**src/rtl/fifo_burst_reader.sv**
```systemverilog
// fifo_burst_reader
//   Drains words from a stb/ack FIFO output port and packs them into bursts of up to
//   BURST_LEN words. Each burst is raised as an addressed request (b_req/b_addr/b_len)
//   towards the SDRAM controller. Once granted, the burst is streamed out beat by beat
//   (b_dstb/b_data/b_dack). A partial burst is closed by an explicit flush pulse, or
//   after TIMEOUT idle cycles.
//
// Ports
//   CLK, RST           clock; synchronous active-high reset
//   s_data/s_stb/s_ack FIFO read side; a word moves when s_stb & s_ack
//   flush              pulse that closes a partial burst
//   base_addr/base_load load the next-burst address pointer
//   b_req/b_gnt        burst request handshake
//   b_addr/b_len       burst start address and length, held while b_req
//   b_data/b_dstb/b_dack beat data handshake
module fifo_burst_reader #(
  parameter int WIDTH     = 8,
  parameter int BURST_LEN = 8,
  parameter int ADDR_W    = 22,
  parameter int TIMEOUT   = 64
) (
  input  logic                         CLK,
  input  logic                         RST,
  input  logic [WIDTH-1:0]             s_data,
  input  logic                         s_stb,
  output logic                         s_ack,
  input  logic                         flush,
  input  logic [ADDR_W-1:0]            base_addr,
  input  logic                         base_load,
  output logic                         b_req,
  input  logic                         b_gnt,
  output logic [ADDR_W-1:0]            b_addr,
  output logic [$clog2(BURST_LEN):0]   b_len,
  output logic [WIDTH-1:0]             b_data,
  output logic                         b_dstb,
  input  logic                         b_dack
);

  localparam int LW = $clog2(BURST_LEN) + 1;
  localparam int IW = $clog2(TIMEOUT) + 1;

  localparam logic [1:0] S_FILL = 2'd0;
  localparam logic [1:0] S_REQ  = 2'd1;
  localparam logic [1:0] S_SEND = 2'd2;

  logic [1:0]        state_q, state_d;
  logic [LW-1:0]     cnt_q, cnt_d;
  logic [LW-1:0]     rd_q, rd_d;
  logic [LW-1:0]     len_q, len_d;
  logic [IW-1:0]     idle_q, idle_d;
  logic [ADDR_W-1:0] next_addr_q, next_addr_d;
  logic [ADDR_W-1:0] addr_q, addr_d;
  logic [WIDTH-1:0]  mem_q [BURST_LEN];
  logic              xfer;
  logic              go_req;

  always_comb begin
    s_ack       = (state_q == S_FILL) && (cnt_q < LW'(BURST_LEN));
    xfer        = s_stb & s_ack;
    state_d     = state_q;
    cnt_d       = cnt_q;
    rd_d        = rd_q;
    len_d       = len_q;
    idle_d      = idle_q;
    next_addr_d = next_addr_q;
    addr_d      = addr_q;
    go_req      = 1'b0;

    case (state_q)
      S_FILL: begin
        if (xfer) begin
          cnt_d  = cnt_q + LW'(1);
          idle_d = '0;
        end else if (cnt_q != '0) begin
          idle_d = idle_q + IW'(1);
        end
        // A word accepted together with flush joins the burst; cnt_d already counts it.
        if (cnt_q == LW'(BURST_LEN))
          go_req = 1'b1;
        else if (flush && (cnt_q != '0))
          go_req = 1'b1;
        else if ((cnt_q != '0) && !xfer && (idle_q == IW'(TIMEOUT - 1)))
          go_req = 1'b1;
        if (go_req) begin
          state_d = S_REQ;
          len_d   = cnt_d;
          addr_d  = next_addr_q;
        end
      end
      S_REQ: begin
        if (b_gnt) begin
          state_d = S_SEND;
          rd_d    = '0;
        end
      end
      S_SEND: begin
        if (b_dack) begin
          rd_d = rd_q + LW'(1);
          if (rd_q == len_q - LW'(1)) begin
            state_d     = S_FILL;
            cnt_d       = '0;
            idle_d      = '0;
            next_addr_d = addr_q + ADDR_W'(len_q);
          end
        end
      end
      default: begin
        state_d = S_FILL;
        cnt_d   = '0;
        idle_d  = '0;
      end
    endcase

    // An explicit base load overrides the post-burst address advance.
    if (base_load)
      next_addr_d = base_addr;
  end

  always_ff @(posedge CLK) begin
    if (RST) begin
      state_q     <= S_FILL;
      cnt_q       <= '0;
      rd_q        <= '0;
      len_q       <= '0;
      idle_q      <= '0;
      next_addr_q <= '0;
      addr_q      <= '0;
    end else begin
      state_q     <= state_d;
      cnt_q       <= cnt_d;
      rd_q        <= rd_d;
      len_q       <= len_d;
      idle_q      <= idle_d;
      next_addr_q <= next_addr_d;
      addr_q      <= addr_d;
    end
  end

  // Word buffer holds data only, so it carries no reset.
  always_ff @(posedge CLK) begin
    if (xfer)
      mem_q[cnt_q[LW-2:0]] <= s_data;
  end

  assign b_req  = (state_q == S_REQ);
  assign b_dstb = (state_q == S_SEND);
  assign b_addr = addr_q;
  assign b_len  = len_q;
  assign b_data = b_dstb ? mem_q[rd_q[LW-2:0]] : '0;

endmodule

```
**config.mk**
```make
export PLATFORM = sky130hd
export DESIGN_NAME = fifo_burst_reader
export DESIGN_NICKNAME = d
export VERILOG_FILES = /design/src/rtl/fifo_burst_reader.sv
export SDC_FILE = /design/constraint.sdc
export NUM_CORES = 1
export LEC_CHECK = 0
export CAP_MARGIN = 10
export CORE_MARGIN = 10
export CORE_UTILIZATION = 50
export CTS_CLUSTER_SIZE = 28
export DETAILED_ROUTE_END_ITERATION = 10
export PLACE_DENSITY = 0.83
export SLEW_MARGIN = 10
export SYNTH_ARGS = -nofsm -noshare
export SYNTH_HDL_FRONTEND = slang
export SYNTH_SLANG_ARGS = --single-unit
export TNS_END_PERCENT = 10
```
**constraint.sdc**
```tcl
create_clock -name CLK -period 2.26 [get_ports CLK]
set_input_delay 0.226 -clock CLK [delete_from_list [all_inputs] [get_ports CLK]]
set_output_delay 0.226 -clock CLK [all_outputs]
set_load 0.02 [all_outputs]
```
==> impl_results.md <==
- Drc violations: 0
- Fraction of registers with async set/reset: 0
- IO Count: 74
- Max Cap Violations: 0
- Critical path destination: b_data[5]
- Mapped Area: 6040 µm²
- Setup violators final: 0
- Gpl congestion: 0.871
- Crit path max fanout: 5
- Hold Crit Class: input port to register
- Die Y-Extent: 130 µm
- Total global-route track usage: 0.179
- EDFF count, synth: 64
- Vias in the first global route: 4,582
- Critical Path, Cell by Cell: clkbuf_16, mux4_2, mux2i_1, nor2_1, clkdlybuf4s15_1
- Clock power share: 0.443
- Clock sink count: 132
- Worst EP arrival: 1.98 ns
- Crit-path slowest cell: mux4_2
- Fmax: 454 MHz
- Min Tclk post-route: 2.20 ns
- Slew headroom: 0.593
- Clk slew on worst S/H paths: 0.06 ns
- Row count: 40
- Fraction of layout cells with a size suffix above 1: 0.177
- CTS H-Tree Depth: 4
- Setup repair bufs after CTS: 0
- Final Util: 0.642
- Avg WL per Cell: 18.9 µm
- I/O Buffers: 73
- Detailed placer's ending HPWL: 10,100 µm
- Slew at the pin with the worst max-slew slack: 0.605 ns
- First-pass GRT wire length: 23,700 µm
- Ys flop type: dfxtp_1
- Worst Path Required: 2.03 ns
- Clock buffer depth: 2
- Via/cell ratio: 5.77
- Static Leak: 2.72 nW
- Warnings from Yosys: 0
- CP endpoint kind: primary output
- Result of the run: finished clean
- Vias: 4,437
- Max IR drop VDD: 0.000471 V
- Overflow after GRT: 0
- Syn Area/Cell: 11.7 µm²
- Die width: 130 µm
- Cell count after synthesis: 515
- Slack of the worst reg-to-reg path: 0.21 ns
- CTS buffer count: 17
- Final hold vios: 0
- Worst slack at placement: 0.129 ns
- DR iter-0 viols: 435
- Post-route antenna net violation count: 0
- PnR worst setup slack: 0.0562 ns
- Power Total: 6.31 mW
- DR pass1 iterations: 5
- Critical path startpoint category: register
- CP Buf/Inv Count: 2
- Final Skew: 0.00688 ns
- Starting density of the core: 0.507
- Final WL: 14,500 µm
- Area grow syn2layout: 26.6%
- Register-to-Register Path Depth: 8
- Crit Path Class: register to primary output
- Largest net degree at the start of global routing: 32
- Critical path depth: 5
- Layout net count: 657
- Int Power: 4.73 mW
- Slew Limit Fails: 0
- Max incr delay on CP: 0.49 ns
- Seq pwr share: 0.427
- PD cells: 825 nW/µm²
- Tcrit/Tclk final: 0.975
- Root Buffer: clkbuf_16
- Delay-heaviest family, CP: multiplexers
- Switching part of the total power: 0.250
- Reg-to-Reg Start: cnt_q[1]$_SDFFE_PP0P_
- FF-to-FF End: b_len[0]$_SDFFE_PP0P_
- Sequential element share of the synthesized area: 0.544
- Psw: 1.58 mW
- Worst skew pair latency: 0.42 ns
- Die ar.: 16,900 µm²
- Unique masters post-synth: 61
- Final TNS setup: 0 ns
- Comb pwr share: 0.130
- CTS tree: done
- Synth Net Count: 562
- #FFs+latches synth: 132
- Core area: 11,900 µm²
- Initial antenna violation count: 0
- Diodes inserted: 0
## cell usage in the layout, fill, tap and decap left out, types with 9 or more instances in the layout
cell / n
inv_1: 13
edfxtp_1: 64
ha_1: 9
buf_4: 26
mux4_2: 16
dfxtp_1: 66
nor3_1: 19
o21ai_0: 18
a21oi_1: 16
clkbuf_16: 18
a311oi_1: 12
mux2i_1: 31
clkdlybuf4s50_1: 64
nor2_1: 61
nand3_1: 11
xnor2_1: 12
nand2_1: 41
## cell usage after synthesis, types with 3 or more instances
cell type,instances,area (µm²)
mux2i_1,31,310
nor3_2,3,30.0
xnor2_1,12,105
buf_6,4,45.0
dfxtp_1,68,1360
o21ai_0,18,90.1
nor2b_1,3,18.8
clkbuf_1,9,33.8
edfxtp_1,64,1920
o22ai_1,8,50.1
buf_2,10,50.1
nand4b_1,5,43.8
and3_1,3,18.8
a21o_1,3,22.5
o221ai_1,3,26.3
mux4_2,16,360
nand4_1,3,18.8
inv_1,14,52.6
nand3_1,11,55.1
nor2_1,61,229
nor4_4,3,63.8
a21oi_1,16,80.1
nor3b_1,3,22.5
nand2_1,42,158
nor3_1,19,95.1
a22oi_1,3,22.5
o21a_1,7,52.6
a311oi_1,12,105
xor2_1,8,70.1
ha_1,9,113
nand2b_1,6,37.5
## final cells by class
type                            count  area, µm²
Fill cell                         861       4270
Clock inverter                     14        176
Sequential cell                   132       3290
Tap cell                          147        184
Clock buffer                       17        425
Inverter                           14       52.6
Timing Repair Buffer              105        997
Multi-Input combinational cell    340       2520
## through the flow
step,area [µm²],hold slack (ns),cells
floorplan,6040,0.325,515
global placement,7030,0.465,737
detailed placement,7030,0.470,737
CTS,7640,0.207,768
global route,7640,0.256,769
finish,7640,0.218,769
## power groups by stage
stage / Combinational (mW) / Sequential (mW) / Clock [mW]
finish: 0.818 / 2.70 / 2.80
global route: 0.893 / 2.71 / 2.93
CTS: 0.819 / 2.69 / 2.83
detailed placement: 0.813 / 2.74 / 0
global placement: 0.790 / 2.73 / 0
floorplan: 0.481 / 2.76 / 0
## worst min path at each step
stage | startpoint | end | slack (ns) | cells after the start
final | RST | b_addr[17]$_SDFFE_PP0P_ | 0.22 | 2
after CTS | RST | b_addr[17]$_SDFFE_PP0P_ | 0.21 | 2
after floorplan | s_data[0] | mem_q[0][0]$_DFFE_PP_ | 0.32 | 0
after global routing | RST | b_addr[21]$_SDFFE_PP0P_ | 0.26 | 2
after detailed placement | idle_q[6]$_SDFFE_PP0P_ | idle_q[6]$_SDFFE_PP0P_ | 0.47 | 1
after global placement | next_addr_q[5]$_SDFFE_PP0P_ | next_addr_q[5]$_SDFFE_PP0P_ | 0.47 | 2
## registers in the layout, summed over array words and instances (netlist names), named ones only
name and count:
mem_q 64, b_addr 22, next_addr_q 22, idle_q 7, b_len 4, cnt_q 4
rd_q 4, state_q 2
## routing by layer
layer / wire (µm) / track usage / vias to the layer above / share of wire
li1: - / - / 2109 / -
met1: 5900 / 0.216 / 2150 / 0.41
met2: 7410 / 0.295 / 158 / 0.51
met3: 956 / 0.0540 / 20 / 0.066
met4: 252 / 0.0694 / 0 / 0.017
met5: 0 / 0 / - / 0
## kinds of logic after synthesis
kind of cell / count (synthesis) / share of synthesized area
simple gates: 172 / 0.148
flops: 132 / 0.544
compound gates: 89 / 0.103
mux: 48 / 0.113
buf+inv: 43 / 0.0392
xor+xnor: 21 / 0.0317
fa+ha+maj: 10 / 0.0220
## repair_timing
item	CTS	global route
cloned	0	1
resized for setup	13	18
hold buffers	0	0
endpoints found under the setup margin	9	18
Power figures use the tool's default switching activity.
==> patch 1: new RTL, same settings <==
Reset style: asynchronous (`RST`), changed in one clocked block. Comments in the files are not updated.
--- a/src/rtl/fifo_burst_reader.sv
+++ b/src/rtl/fifo_burst_reader.sv
@@ -116,7 +116,7 @@
       next_addr_d = base_addr;
   end
 
-  always_ff @(posedge CLK) begin
+  always_ff @(posedge CLK or posedge RST) begin
     if (RST) begin
       state_q     <= S_FILL;
       cnt_q       <= '0;
Function: differs if RST is asserted again (counterexample within 4 cycles, from zero or initial values and one cycle with RST high); with RST held inactive, the same outputs for 10 cycles.
==> patch 1 against the unedited design <==
- design area increased by 2.7%
- sequential cell count down 3
- wire length is 0.31% lower
- first-iteration DRC count shrank 26%
- global-route usage about the same
- area after synthesis increased by 1.3%
- worst setup slack gained 16 ps
- synthesized cell count fell by 12%
- final cell count shrank 5.9%
- critical path depth decreased by 2
- non-clock buffer count up 6
- critical path type unchanged
- critical endpoint is now b_dstb
- largest cell class unchanged
Power is not compared: it rests on default switching activity, and its combinational part moved more than twofold at a synthesized area within 25%.
==> patch 1: results (changes against the unedited design) <==
Status
  – Status: finished, final reports clean (unchanged)

Synth
  – Post-synth cell types: 56 (was 61)
  – FFs w/ async S/R, synth: 0.504 (was 0)
  – Synth Area in Compound Gates: 0.0767 (was 0.103)
  – Post-Synth XOR/XNOR Area: 0.0411 (was 0.0317)
  – Synthesized instance count: 455 (was 515)
  – Commonest cells in the netlist: 65 x dfrtp_1, 64 x edfxtp_1, 31 x nand2_1 (was 68 x dfxtp_1, 64 x edfxtp_1, 61 x nor2_1)
  – Register area share after synthesis: 0.580 (was 0.544)

Drt
  – Met3 routed WL: 1010 µm (was 956 µm)
  – WL per Instance: 20.0 µm (was 18.9 µm)
  – Routed met2 length: 7370 µm (was 7410 µm)
  – Starting DRT DRC Count: 324 (was 435)

Place
  – Final HPWL from detailed placement: 9580 µm (was 10100 µm)
  – GP Congestion: 0.843 (was 0.871)
  – Dpl cells: 690 (was 737)
  – Post-DP Area: 7250 µm² (was 7030 µm²)

GRT
  – Vias in the first global route: 4414 (was 4582)
  – Grt met2 use: 0.296 (was 0.295)

Final layout
  – FILL cells: 864 (was 861)
  – Buffers outside the clock class: 111 (was 105)
  – Fraction of area in registers: 0.452 (was 0.430)
  – Multi-input combinational area share: 0.305 (was 0.330)
  – Share of cells above drive strength 1: 0.231 (was 0.177)
  – Clock-cell share of area: 0.0745 (was 0.0787)
  – Num sequential: 129 (was 132)
  – Non-clk buf share: 0.136 (was 0.130)
  – Non-Filler Instances: 724 (was 769)

Timing
  – Measured slew at the worst slew-check pin: 508 ps (was 605 ps)
  – Clk_skew: 8.52 ps (was 6.88 ps)
  – Worst hold slack: 203 ps (was 218 ps)

CTS
  – Post-CTS resize count: 35 (was 13)
  – Postcts setup bufs: 1 (was 0)

Hold path
  – Hold WC Path Type: in2async (was in2reg)

Worst setup path
  – Critical path arrival: 1960 ps (was 1980 ps)
  – Crit-path max FO: 10 (was 5)
  – R2R setup slack: 130 ps (was 210 ps)
  – CP max-delay cell: clkdlybuf4s50_1 (was mux4_2)
[patch 1: changes by cell type after synthesis, sizes merged, moves of 6 or more]
cell | before | now
dfxtp | 68 | 0
a21oi | 16 | 8
nor2 | 61 | 25
buf | 17 | 11
dfrtp | 0 | 65
a311oi | 12 | 0
mux2i | 31 | 21
mux2 | 1 | 23
o31ai | 1 | 12
nand2 | 42 | 31
nor2b | 3 | 9
[patch 1: worst paths after layout]
kind,endpoint,cells past startpoint,startpoint
min reg2reg,b_addr[17]$_DFFE_PP0P_,1,next_addr_q[17]$_DFFE_PP0P_
max in group asynchronous,b_len[1]$_DFFE_PP0P_,3,RST
max,b_dstb,3,state_q[0]$_DFFE_PP0P_
max reg2reg,next_addr_q[12]$_DFFE_PP0P_,7,b_addr[0]$_DFFE_PP0P_
min,b_addr[18]$_DFFE_PP0P_,3,RST
min in group CLK,next_addr_q[2]$_DFFE_PP0P_,3,base_addr[2]
[patch 1: critical path: cells and delay by family, from the launching register on]
family	cells	cell delay [ps]
buf+inv	2	780
flops	1	480
simple gates	1	270
[patch 1: power by group through the flow]
stage | clock network (mW) | logic (mW) | registers (mW)
after floorplan | 0 | 2.48 | 3.64
after global placement | 0 | 4.14 | 3.44
after detailed placement | 0 | 4.25 | 3.48
after CTS | 2.74 | 4.35 | 3.46
after global routing | 2.84 | 4.65 | 3.55
final | 2.69 | 4.31 | 3.48
[patch 1: stage by stage]
step | setup WS [ps] | setup TNS (ps)
2_1_floorplan | -68.3 | -546
3_3_place_gp | 45.9 | 0
3_5_place_dp | -6.07 | -6.07
4_1_cts | -5.33 | -8.68
5_1_grt | -17.6 | -17.6
6_report | 72.1 | 0
==> patch 2: new RTL, same settings <==
Without the edit above. Set the parameter `WIDTH` to 9 (it was 8).
--- a/src/rtl/fifo_burst_reader.sv
+++ b/src/rtl/fifo_burst_reader.sv
@@ -14,7 +14,7 @@
 //   b_addr/b_len       burst start address and length, held while b_req
 //   b_data/b_dstb/b_dack beat data handshake
 module fifo_burst_reader #(
-  parameter int WIDTH     = 8,
+  parameter int WIDTH     = 9,
   parameter int BURST_LEN = 8,
   parameter int ADDR_W    = 22,
   parameter int TIMEOUT   = 64
Interface: changed (resized b_data and s_data); port bits go from 74 to 76. The function was not compared with the original's and may differ.
==> patch 2 against the unedited design <==
- sequential cell count up 8
- worst setup slack is essentially flat
- synthesized cell count is 1.2% higher
- clock skew up 1.4 ps
- sequential power up 11%
- hold slack improved by 55 ps
- wire length about the same
- total power rose by 15%
- area after synthesis is 2.2% higher
- clock power barely moved
- count of clock-buffer cells in the layout is the same
- design area increased by 2.8%
- critical path type is now reg2reg
- largest power group is now sequential cells
==> patch 2: results (changes against the unedited design) <==
Status
  – Status: finished, final reports clean (unchanged)

Synth
  – Post-synth cell types: 48 (was 61)
  – Number of enable flip-flop cells after synthesis: 72 (was 64)
  – Post-synthesis register bit count: 140 (was 132)
  – Post-Synth XOR/XNOR Area: 0.0397 (was 0.0317)
  – Post-synthesis net count: 569 (was 562)
  – Synth Area in Compound Gates: 0.0760 (was 0.103)
  – Multiplexer share of the synthesized area: 0.131 (was 0.113)
  – Post-synthesis adder-cell area fraction: 0.0215 (was 0.0220)
  – Commonest cells in the netlist: 81 x nor2_1, 72 x edfxtp_1, 68 x dfxtp_1 (was 68 x dfxtp_1, 64 x edfxtp_1, 61 x nor2_1)
  – Most used DFF post-synth: edfxtp_1 (was dfxtp_1)
  – Register area share after synthesis: 0.571 (was 0.544)

Worst setup path
  – RR Startpoint: b_len[0]$_SDFFE_PP0P_ (was cnt_q[1]$_SDFFE_PP0P_)
  – R2R setup slack: 60 ps (was 210 ps)
  – Critical path arrival: 2480 ps (was 1980 ps)
  – Crit-path max FO: 6 (was 5)
  – Worst-case reg-to-reg path depth: 9 (was 8)
  – Reg2reg end: next_addr_q[1]$_SDFFE_PP0P_ (was b_len[0]$_SDFFE_PP0P_)
  – Max stage delay on crit path: 380 ps (was 490 ps)

Pwr
  – Lkg Pwr: 2.75 nW (was 2.72 nW)
  – Maximum vdd drop: 0.547 mV (was 0.471 mV)
  – Net Switching: 2.09 mW (was 1.58 mW)
  – Comb. pwr: 1.45 mW (was 0.818 mW)
  – Sequential power share: 0.414 (was 0.427)
  – Combinational power share: 0.199 (was 0.130)

Final layout
  – Share of cells above drive strength 1: 0.164 (was 0.177)
  – NumNets Final: 662 (was 657)
  – Comb_multi_in: 344 (was 340)
  – Clock-cell share of area: 0.0769 (was 0.0787)
  – Max reg flops: 72 (was 64)
  – Fraction of area in registers: 0.450 (was 0.430)
  – Buffers outside the clock class: 101 (was 105)
  – FILL cells: 872 (was 861)
  – Multi-input gate area: 2520 µm² (about the same)

GRT
  – Total Routing Usage GR: 0.167 (was 0.179)
  – M3 GR Usage: 0.0560 (was 0.0540)
  – Grt met2 use: 0.266 (was 0.295)
  – GR Util met1: 0.203 (was 0.216)
  – Vias in the first global route: 4595 (was 4582)

Place
  – Pre-CTS setup slack: 2.41 ps (was 129 ps)
  – Port Buffer Count: 75 (was 73)
  – Final HPWL from detailed placement: 9670 µm (was 10100 µm)
  – GP Congestion: 0.818 (was 0.871)

Drt
  – Met3 routed WL: 1070 µm (was 956 µm)
  – Starting DRT DRC Count: 304 (was 435)
  – Routed met2 length: 7130 µm (was 7410 µm)
  – Via Count: 4485 (was 4437)

Timing
  – Worst slew margin: 0.540 (was 0.593)
  – Clk_skew: 8.25 ps (was 6.88 ps)
  – Worst hold slack: 273 ps (was 218 ps)

Hold path
  – Endpoint, Worst Hold: b_addr[15]$_SDFFE_PP0P_ (was b_addr[17]$_SDFFE_PP0P_)

CTS
  – Post-CTS resize count: 19 (was 13)
==> patch 2: stage by stage <==
step / instance area [µm²] / setup TNS [ps] / cells
CTS: 7790 / 0 / 790
floorplan: 6180 / 0 / 521
global placement: 7200 / 0 / 758
detailed placement: 7200 / 0 / 758
global route: 7860 / -88.5 / 795
finish: 7860 / 0 / 795
==> patch 2: how the worst max path moves through the flow <==
stage                                from  cells after the start  slack [ps]                      endpoint
floorplan           b_len[0]$_SDFFE_PP0P_                      8         110   next_addr_q[0]$_SDFFE_PP0P_
global placement    b_len[0]$_SDFFE_PP0P_                      8         120   next_addr_q[4]$_SDFFE_PP0P_
detailed placement  b_len[0]$_SDFFE_PP0P_                      8           2  next_addr_q[18]$_SDFFE_PP0P_
CTS                                  flop                      5         0.9                     b_data[6]
global route        b_len[0]$_SDFFE_PP0P_                      9         -30   next_addr_q[1]$_SDFFE_PP0P_
finish              b_len[0]$_SDFFE_PP0P_                      9          60   next_addr_q[1]$_SDFFE_PP0P_
